File: config.mk
export PLATFORM = sky130hd
export DESIGN_NAME = multi_port_arbiter_flat
export DESIGN_NICKNAME = d
export VERILOG_FILES = /design/src/rtl/multi_port_arbiter_pkg.sv /design/src/rtl/multi_port_arbiter_if.sv /design/src/rtl/multi_port_arbiter_pick.sv /design/src/rtl/multi_port_arbiter.sv /design/src/flat_wrapper.sv
export SDC_FILE = /design/constraint.sdc
export NUM_CORES = 1
export LEC_CHECK = 0
export CAP_MARGIN = 5
export CORE_AREA = 2 2 533 535
export DETAILED_ROUTE_END_ITERATION = 10
export DIE_AREA = 0 0 535 537
export SETUP_SLACK_MARGIN = 0.5
export SYNTH_ARGS = -nofsm -noshare
export SYNTH_HDL_FRONTEND = slang
export SYNTH_HIERARCHICAL = 1
export SYNTH_SLANG_ARGS = --single-unit
File: constraint.sdc
create_clock -name clk -period 1.3 [get_ports clk]
set_input_delay 0.325 -clock clk [delete_from_list [all_inputs] [get_ports clk]]
set_output_delay 0.325 -clock clk [all_outputs]
set_load 0.01 [all_outputs]
File: src/rtl/multi_port_arbiter_pkg.sv
// Shared types for the multi-port cacheline arbiter: FSM state and operation encoding.
package multi_port_arbiter_pkg;

    typedef enum logic {
        IDLE = 1'b0,
        BUSY = 1'b1
    } arb_state_t;

    typedef enum logic [1:0] {
        OP_NONE  = 2'd0,
        OP_READ  = 2'd1,
        OP_WRITE = 2'd2
    } arb_op_t;

    // A port raising both read and write is treated as a write.
    function automatic arb_op_t sel_op(input logic rd, input logic wr);
        if (wr) return OP_WRITE;
        if (rd) return OP_READ;
        return OP_NONE;
    endfunction

endpackage

File: src/rtl/multi_port_arbiter_if.sv
// Bundle of requester-side ports and cacheline-adaptor signals around the arbiter.
interface multi_port_arbiter_if #(
    parameter int NUM_PORTS  = 2,
    parameter int ADDR_WIDTH = 32,
    parameter int LINE_WIDTH = 256
);
    logic [NUM_PORTS-1:0]                 req_read;
    logic [NUM_PORTS-1:0]                 req_write;
    logic [NUM_PORTS-1:0][ADDR_WIDTH-1:0] req_address;
    logic [NUM_PORTS-1:0][LINE_WIDTH-1:0] req_wdata;
    logic [NUM_PORTS-1:0]                 req_resp;
    logic [LINE_WIDTH-1:0]                req_rdata;
    logic                                 mem_read;
    logic                                 mem_write;
    logic [ADDR_WIDTH-1:0]                mem_address;
    logic [LINE_WIDTH-1:0]                mem_wdata;
    logic [LINE_WIDTH-1:0]                mem_rdata;
    logic                                 mem_resp;

    modport slave (
        input  req_read, req_write, req_address, req_wdata, mem_rdata, mem_resp,
        output req_resp, req_rdata, mem_read, mem_write, mem_address, mem_wdata
    );

    modport master (
        output req_read, req_write, req_address, req_wdata, mem_rdata, mem_resp,
        input  req_resp, req_rdata, mem_read, mem_write, mem_address, mem_wdata
    );
endinterface

File: src/rtl/multi_port_arbiter_pick.sv
// Combinational winner select: first requesting port found scanning upward from ptr, wrapping.
module arb_pick #(
    parameter int NUM_PORTS = 2
) (
    input  logic [NUM_PORTS-1:0]         req,
    input  logic [$clog2(NUM_PORTS)-1:0] ptr,
    output logic [NUM_PORTS-1:0]         gnt,
    output logic                         vld
);
    localparam int PTR_W = $clog2(NUM_PORTS);

    logic [PTR_W:0] idx;
    logic           found;

    always_comb begin
        gnt   = '0;
        found = 1'b0;
        idx   = '0;
        for (int i = 0; i < NUM_PORTS; i++) begin
            idx = {1'b0, ptr} + (PTR_W+1)'(i);
            if (idx >= (PTR_W+1)'(NUM_PORTS))
                idx = idx - (PTR_W+1)'(NUM_PORTS);
            if (!found && req[idx[PTR_W-1:0]]) begin
                gnt[idx[PTR_W-1:0]] = 1'b1;
                found               = 1'b1;
            end
        end
    end

    assign vld = found;

endmodule

File: src/rtl/multi_port_arbiter.sv
// Serialises NUM_PORTS cache ports onto one cacheline adaptor, one transaction at a time.
// Define ARB_ROUND_ROBIN_EN for round-robin arbitration; default build is fixed priority.
module multi_port_arbiter
    import multi_port_arbiter_pkg::*;
#(
    parameter int NUM_PORTS  = 2,
    parameter int ADDR_WIDTH = 32,
    parameter int LINE_WIDTH = 256
) (
    input logic                 clk,
    input logic                 reset_n,
    multi_port_arbiter_if.slave bus
);
    localparam int PTR_W = $clog2(NUM_PORTS);

    arb_state_t            state, state_next;
    logic [PTR_W-1:0]      gnt_idx, gnt_idx_next;
    logic                  mem_read_q, mem_read_next;
    logic                  mem_write_q, mem_write_next;
    logic [ADDR_WIDTH-1:0] mem_address_q, mem_address_next;
    logic [LINE_WIDTH-1:0] mem_wdata_q, mem_wdata_next;
    logic [NUM_PORTS-1:0]  req_any, pick_gnt, resp;
    logic                  pick_vld;
    logic [PTR_W-1:0]      ptr, pick_idx;
    arb_op_t               pick_op;

    assign req_any = bus.req_read | bus.req_write;

    arb_pick #(.NUM_PORTS(NUM_PORTS)) u_pick (
        .req (req_any),
        .ptr (ptr),
        .gnt (pick_gnt),
        .vld (pick_vld)
    );

    always_comb begin
        pick_idx = '0;
        for (int i = 0; i < NUM_PORTS; i++)
            if (pick_gnt[i]) pick_idx = PTR_W'(i);
    end

    assign pick_op = sel_op(bus.req_read[pick_idx], bus.req_write[pick_idx]);

`ifdef ARB_ROUND_ROBIN_EN
    // ptr holds where the next search starts: one past the most recent winner.
    logic [PTR_W-1:0] ptr_next;
    assign ptr_next = (pick_idx == PTR_W'(NUM_PORTS-1)) ? '0 : pick_idx + PTR_W'(1);

    always_ff @(posedge clk or negedge reset_n) begin
        if (!reset_n)
            ptr <= '0;
        else if (state == IDLE && pick_vld)
            ptr <= ptr_next;
    end
`else
    assign ptr = '0;
`endif

    always_comb begin
        state_next       = state;
        gnt_idx_next     = gnt_idx;
        mem_read_next    = mem_read_q;
        mem_write_next   = mem_write_q;
        mem_address_next = mem_address_q;
        mem_wdata_next   = mem_wdata_q;
        case (state)
            IDLE: begin
                if (pick_vld) begin
                    state_next       = BUSY;
                    gnt_idx_next     = pick_idx;
                    mem_read_next    = (pick_op == OP_READ);
                    mem_write_next   = (pick_op == OP_WRITE);
                    mem_address_next = bus.req_address[pick_idx];
                    mem_wdata_next   = bus.req_wdata[pick_idx];
                end
            end
            BUSY: begin
                // Address and data stay latched; only the strobes drop on completion.
                if (bus.mem_resp) begin
                    state_next     = IDLE;
                    mem_read_next  = 1'b0;
                    mem_write_next = 1'b0;
                end
            end
            default: state_next = IDLE;
        endcase
    end

    always_comb begin
        resp = '0;
        if (state == BUSY && bus.mem_resp)
            resp[gnt_idx] = 1'b1;
    end

    always_ff @(posedge clk or negedge reset_n) begin
        if (!reset_n) begin
            state         <= IDLE;
            gnt_idx       <= '0;
            mem_read_q    <= 1'b0;
            mem_write_q   <= 1'b0;
            mem_address_q <= '0;
            mem_wdata_q   <= '0;
        end else begin
            state         <= state_next;
            gnt_idx       <= gnt_idx_next;
            mem_read_q    <= mem_read_next;
            mem_write_q   <= mem_write_next;
            mem_address_q <= mem_address_next;
            mem_wdata_q   <= mem_wdata_next;
        end
    end

    assign bus.mem_read    = mem_read_q;
    assign bus.mem_write   = mem_write_q;
    assign bus.mem_address = mem_address_q;
    assign bus.mem_wdata   = mem_wdata_q;
    assign bus.req_resp    = resp;
    assign bus.req_rdata   = bus.mem_rdata;

endmodule
File: src/flat_wrapper.sv
// flat-port wrapper written by rule: the top's interface ports become plain ports
module multi_port_arbiter_flat import multi_port_arbiter_pkg::*;
#(
    parameter int NUM_PORTS  = 2,
    parameter int ADDR_WIDTH = 32,
    parameter int LINE_WIDTH = 256
)
  (clk, reset_n, bus_req_read, bus_req_write, bus_req_address, bus_req_wdata, bus_mem_rdata, bus_mem_resp, bus_req_resp, bus_req_rdata, bus_mem_read, bus_mem_write, bus_mem_address, bus_mem_wdata);
  multi_port_arbiter_if #(.NUM_PORTS(NUM_PORTS), .ADDR_WIDTH(ADDR_WIDTH), .LINE_WIDTH(LINE_WIDTH)) bus_i ();
  input logic clk;
  input logic reset_n;
  input wire logic [$bits(bus_i.req_read)-1:0] bus_req_read;
  input wire logic [$bits(bus_i.req_write)-1:0] bus_req_write;
  input wire logic [$bits(bus_i.req_address)-1:0] bus_req_address;
  input wire logic [$bits(bus_i.req_wdata)-1:0] bus_req_wdata;
  input wire logic [$bits(bus_i.mem_rdata)-1:0] bus_mem_rdata;
  input wire logic [$bits(bus_i.mem_resp)-1:0] bus_mem_resp;
  output wire logic [$bits(bus_i.req_resp)-1:0] bus_req_resp;
  output wire logic [$bits(bus_i.req_rdata)-1:0] bus_req_rdata;
  output wire logic [$bits(bus_i.mem_read)-1:0] bus_mem_read;
  output wire logic [$bits(bus_i.mem_write)-1:0] bus_mem_write;
  output wire logic [$bits(bus_i.mem_address)-1:0] bus_mem_address;
  output wire logic [$bits(bus_i.mem_wdata)-1:0] bus_mem_wdata;
  assign bus_i.req_read = bus_req_read;
  assign bus_i.req_write = bus_req_write;
  assign bus_i.req_address = bus_req_address;
  assign bus_i.req_wdata = bus_req_wdata;
  assign bus_i.mem_rdata = bus_mem_rdata;
  assign bus_i.mem_resp = bus_mem_resp;
  assign bus_req_resp = bus_i.req_resp;
  assign bus_req_rdata = bus_i.req_rdata;
  assign bus_mem_read = bus_i.mem_read;
  assign bus_mem_write = bus_i.mem_write;
  assign bus_mem_address = bus_i.mem_address;
  assign bus_mem_wdata = bus_i.mem_wdata;
  multi_port_arbiter #(.NUM_PORTS(NUM_PORTS), .ADDR_WIDTH(ADDR_WIDTH), .LINE_WIDTH(LINE_WIDTH)) u_core (.clk(clk), .reset_n(reset_n), .bus(bus_i));
endmodule
Word-level counts from Yosys, hierarchy flattened
Cells that the tools add are included.
{"block": "totals", "rom_bits": 0, "latchBits": 0, "elab_cells": 52, "ff_bits": 292, "output_inout_bits": 548, "mem_bits_rw": 0, "input_bits": 839, "memories": 0}
{"block": "op_classes", "n_reduce_logical": 6, "n_div": 0, "n_mux": 31, "bitwise": 2, "magnitude_cmp": 3, "shifts": 0, "multipliers": 0, "add_sub_neg": 0, "n_eq_ne": 4}
{"cell": "256-bit two-way mux", "n": 2}
{"cell": "32-bit two-way mux", "n": 2}
{"cell": "1-bit two-way mux", "n": 17}
{"cell": "2-bit two-way mux", "n": 6}
{"cell": "1-bit case mux with 2 select lines", "n": 3}
{"cell": "1-bit by 2-bit < comparator with 1-bit output, second input constant", "n": 2}
{"cell": "2-bit AND reduction", "n": 2}
{"cell": "1-bit logical AND", "n": 3}
{"cell": "2-bit by 1-bit equality test with 1-bit output, second input constant", "n": 1}
{"cell": "2-bit equality test, second input constant", "n": 1}
{"cell": "2-bit by 1-bit inequality test with 1-bit output, second input constant", "n": 1}
{"cell": "2-bit inequality test, second input constant", "n": 1}
{"cell": "2-bit bitwise OR", "n": 1}
{"cell": "1-bit demux with 1-bit select", "n": 1}
{"cell": "1-bit greater-or-equal comparator, second input constant", "n": 1}
{"cell": "1-bit logical NOT", "n": 1}
{"cell": "1-bit inverter", "n": 1}

Depth between registers and ports, before layout
{"block": "logic_depth", "ltp_word": 15, "depth_mapped": 9, "ltp_nobuf": 5}

Cells and area by module
Netlist, hierarchy kept.
{"mod": "multi_port_arbiter", "instances": 1, "area_each_um2": 15516.1, "cells_each": 1528, "seq_area_each_um2": 7307.0}
{"mod": "arb_pick", "instances": 1, "area_each_um2": 25.0, "cells_each": 4, "seq_area_each_um2": 0.0}

Worst setup path after synthesis
OpenSTA, ideal clock, no wires.
{"block": "synth_timing", "path_type": "input port to flip-flop", "start": "input port bus_req_write[0]", "end": "register u_core.gnt_idx", "t_required_ns": 1.175, "stages": 7, "t_arrival_ns": 1.620, "n_path_buf": 3, "setup_time_ns": 0.125, "setup_slack_ns": -0.445, "cell_sequence": "or2_2 or2_1 nand2b_4 buf_6 buf_6 buf_8 mux2_4"}
{"block": "synth_via", "elab_chain_len": 6, "word_cells_on_any_way": 8, "classes_between": "mux (4); bitwise (1); reduce/logical (3)"}
{"element": "from (decl)", "line_no": "flat_wrapper.sv:13", "text": "input wire logic [$bits(bus_i.req_write)-1:0] bus_req_write;"}
{"element": "2-bit bitwise OR *", "line_no": "multi_port_arbiter.sv:27", "text": "assign req_any = bus.req_read | bus.req_write;"}
{"element": "1-bit two-way mux *", "line_no": "multi_port_arbiter_pick.sv:23", "text": "if (!found && req[idx[PTR_W-1:0]]) begin"}
{"element": "1-bit logical NOT", "line_no": "multi_port_arbiter_pick.sv:23"}
{"element": "1-bit logical AND", "line_no": "multi_port_arbiter_pick.sv:23"}
{"element": "1-bit two-way mux *", "line_no": "multi_port_arbiter_pick.sv:23"}
{"element": "net u_core.pick_vld", "line_no": "multi_port_arbiter.sv:23", "text": "logic pick_vld;"}
{"element": "2-bit AND reduction (no line) *"}
{"element": "to (signal assigned)", "line_no": "multi_port_arbiter.sv:105", "text": "gnt_idx <= gnt_idx_next;"}
{"element": "to (decl)", "line_no": "multi_port_arbiter.sv:17", "text": "logic [PTR_W-1:0] gnt_idx, gnt_idx_next;"}
The timed path passes the listed nets; every way through them passes the cells marked *.
A chain may end at the register's enable or synchronous reset.

Worst setup path in the final report
{"block": "layout_timing", "start": "register u_core.state", "end": "output port bus_req_resp[1]"}
{"block": "layout_via", "elab_chain_len": 2}
{"element": "from (decl)", "line_no": "multi_port_arbiter.sv:16", "text": "arb_state_t state, state_next;"}
{"element": "from (signal assigned)", "line_no": "multi_port_arbiter.sv:104", "text": "state <= state_next;"}
{"element": "1-bit logical AND", "line_no": "multi_port_arbiter.sv:91", "text": "if (state == BUSY && bus.mem_resp)"}
{"element": "2-bit two-way mux", "line_no": "multi_port_arbiter.sv:91"}
{"element": "to (decl)", "line_no": "flat_wrapper.sv:18", "text": "output wire logic [$bits(bus_i.req_resp)-1:0] bus_req_resp;"}
Every way passes these cells.

==> results.yml <==
floorplanning:
  dieWidth_um: 535
  io_pins: 1387
  row_count: 195
  start_util_pct: 5.52
  core_area_mm2: 0.281
  die_y_um: 537
  die-area_mm2: 0.287
route:
  dr.pass1.iters: 5
  viasPerCell: 2.72
  wl_per_cell_um: 29.1
  drc: 0
  ant_nets: 0
  drt-initial-drc-count: 925
  vias: 17100
  finalWirelength_um: 184000
finish:
  fin_nets: 3324
  design_area_mm2: 0.0361
  post_route_cells_drive_above_1_share_pct: 49.1
  fin_cells: 6303
  final_common_cell: "clkdlybuf4s50_1"
  area_delta_synth_final_pct: 132
  mostFrequentLayoutCells: "577 x clkdlybuf4s50_1, 273 x mux2i_1, 240 x dfrtp_1"
  postLayoutCoreUtil_pct: 12.8
  fill_cells: 31600
run_status:
  violations: "setup timing"
  outcome: "complete, but fails checks"
power:
  power_w: 0.0833
  p_leak_nw: 15.0
  power.density_mw_per_mm2: 2310
  worst_ir_drop_vdd_uv: 1070
global_routing:
  grtUsageMet2_pct: 18.1
  grt_max_degree: 44
  grt_util_met3_pct: 9.48
  use_met1_pct: 10.6
  grt_pass1_vias: 16200
  gr-total-overflow: 0
  top_usage_layer: "met2"
  antenna_found_initial: 168
  grt_usage_pct: 11.7
  grt_pass1_wl_um: 208000
sta:
  finalHoldViolations: 0
  setup_viol: 582
  setup_ws_ps: -523
  drv_slew: 0
  post-route-period-util_pct: 140
  rsz0062_at_grt: "yes"
  fmax_mhz: 548
  setup_tns_ps: -121960
  clock_skew_ps: 35.5
  layout_min_cycle_time_ps: 1820
cts:
  clk_path_buf_depth: 3
  cts_sinks: 292
  clock_latency_ps: 700
  htreeDepth: 2
  cts_buffers: 43
  cts-root-buf: "clkbuf_16"
  cts_tree: "built"
  clk_pin_slew_ps: 60
placement:
  dp_cells: 5920
  gp_congestion: 0.963
  numPortBuffers: 874
  dp_hpwl_um: 143000
  place_area_mm2: 0.0285
setup_path:
  worstPathMaxFanout: 3
  crit_required_ps: 980
  cp_data_arrival_time_ps: 1500
  critPathKind: "reg -> out"
  worstSetupEndpointType: "output pin"
  r2r_slack_ps: -260
  start_kind: "flop"
logic_synthesis:
  syn_avg_cell_area_um2: 10.1
  yosys_warnings: 6
  synth_cells: 1531
  netlist_area_mm2: 0.0155
  synth_nets: 2370
flow_run:
  max-cap-violations: 0
worst_hold_path:
  hp-class: "in -> reg"
[worst max-delay path, stage by stage (launching register included)]
cell and delay (ps):
dfrtp_1 390, buf_6 130, and3_4 170, buf_12 140
[final timing paths]
check                                          start                         to  depth (start not counted)
setup reg to reg                        u_core/state   u_core/bus.mem_wdata[88]                          8
min in group asynchronous                    reset_n   u_core/bus.mem_wdata[49]                          3
setup / recovery                        u_core/state            bus_req_resp[1]                          3
max in group asynchronous                    reset_n   u_core/bus.mem_wdata[48]                          3
hold / removal                      bus_req_write[0]       u_core/bus.mem_write                          4
hold reg to reg            u_core/bus.mem_wdata[113]  u_core/bus.mem_wdata[113]                          2
[cell type report]
cell class | count | area [um^2] | area share (%)
sequential | 292 | 7370 | 20.4
clock inverter | 20 | 352 | 0.974
tap | 3743 | 4680 | 13.0
multi-input combinational | 882 | 7610 | 21.1
clock buffer | 59 | 1220 | 3.37
antenna | 41 | 103 | 0.284
inverter | 3 | 11.3 | 0.0312
timing repair buffer | 1263 | 14700 | 40.8
[report_power, final]
| group | switching [W] | total, W | internal [W] |
|---|---|---|---|
| Sequential | 0.00487 | 0.0186 | 0.0137 |
| Combinational | 0.0236 | 0.0509 | 0.0273 |
| Clock | 0.00563 | 0.0138 | 0.00818 |
| Total | 0.0341 | 0.0833 | 0.0492 |
[layer usage]
layer | vias to the layer above | share of wire, %
li1 | 6949 | -
met1 | 7923 | 31
met2 | 1437 | 44
met3 | 686 | 17
met4 | 126 | 6.6
met5 | - | 0.62
[flip-flops by register name (all words and copies together) (netlist names)]
name and count:
u_core/bus.mem_address 32, u_core/bus.mem_write 1, u_core/bus.mem_wdata 256, u_core/gnt_idx 1, u_core/state 1, u_core/bus.mem_read 1
[through the flow]
| step | hold slack, ps | worst slack, ps |
|---|---|---|
| final | 98.9 | -523 |
| after CTS | 25.9 | -627 |
| after detailed placement | 136 | -1540 |
| after floorplan | 29.4 | -359 |
| after global routing | 70.5 | -620 |
| after global placement | 135 | -1530 |
[what timing repair did]
action / 4_1_cts / 5_1_grt
gates cloned: 49 / 34
hold buffers: 3 / 0
setup buffers: 68 / 109
hold endpoints to repair: 293 / 0
resized for setup: 1086 / 617
pin swaps: 47 / 226
endpoints found under the setup margin: 584 / 589
No activity file was read; power rests on OpenSTA's default activity.
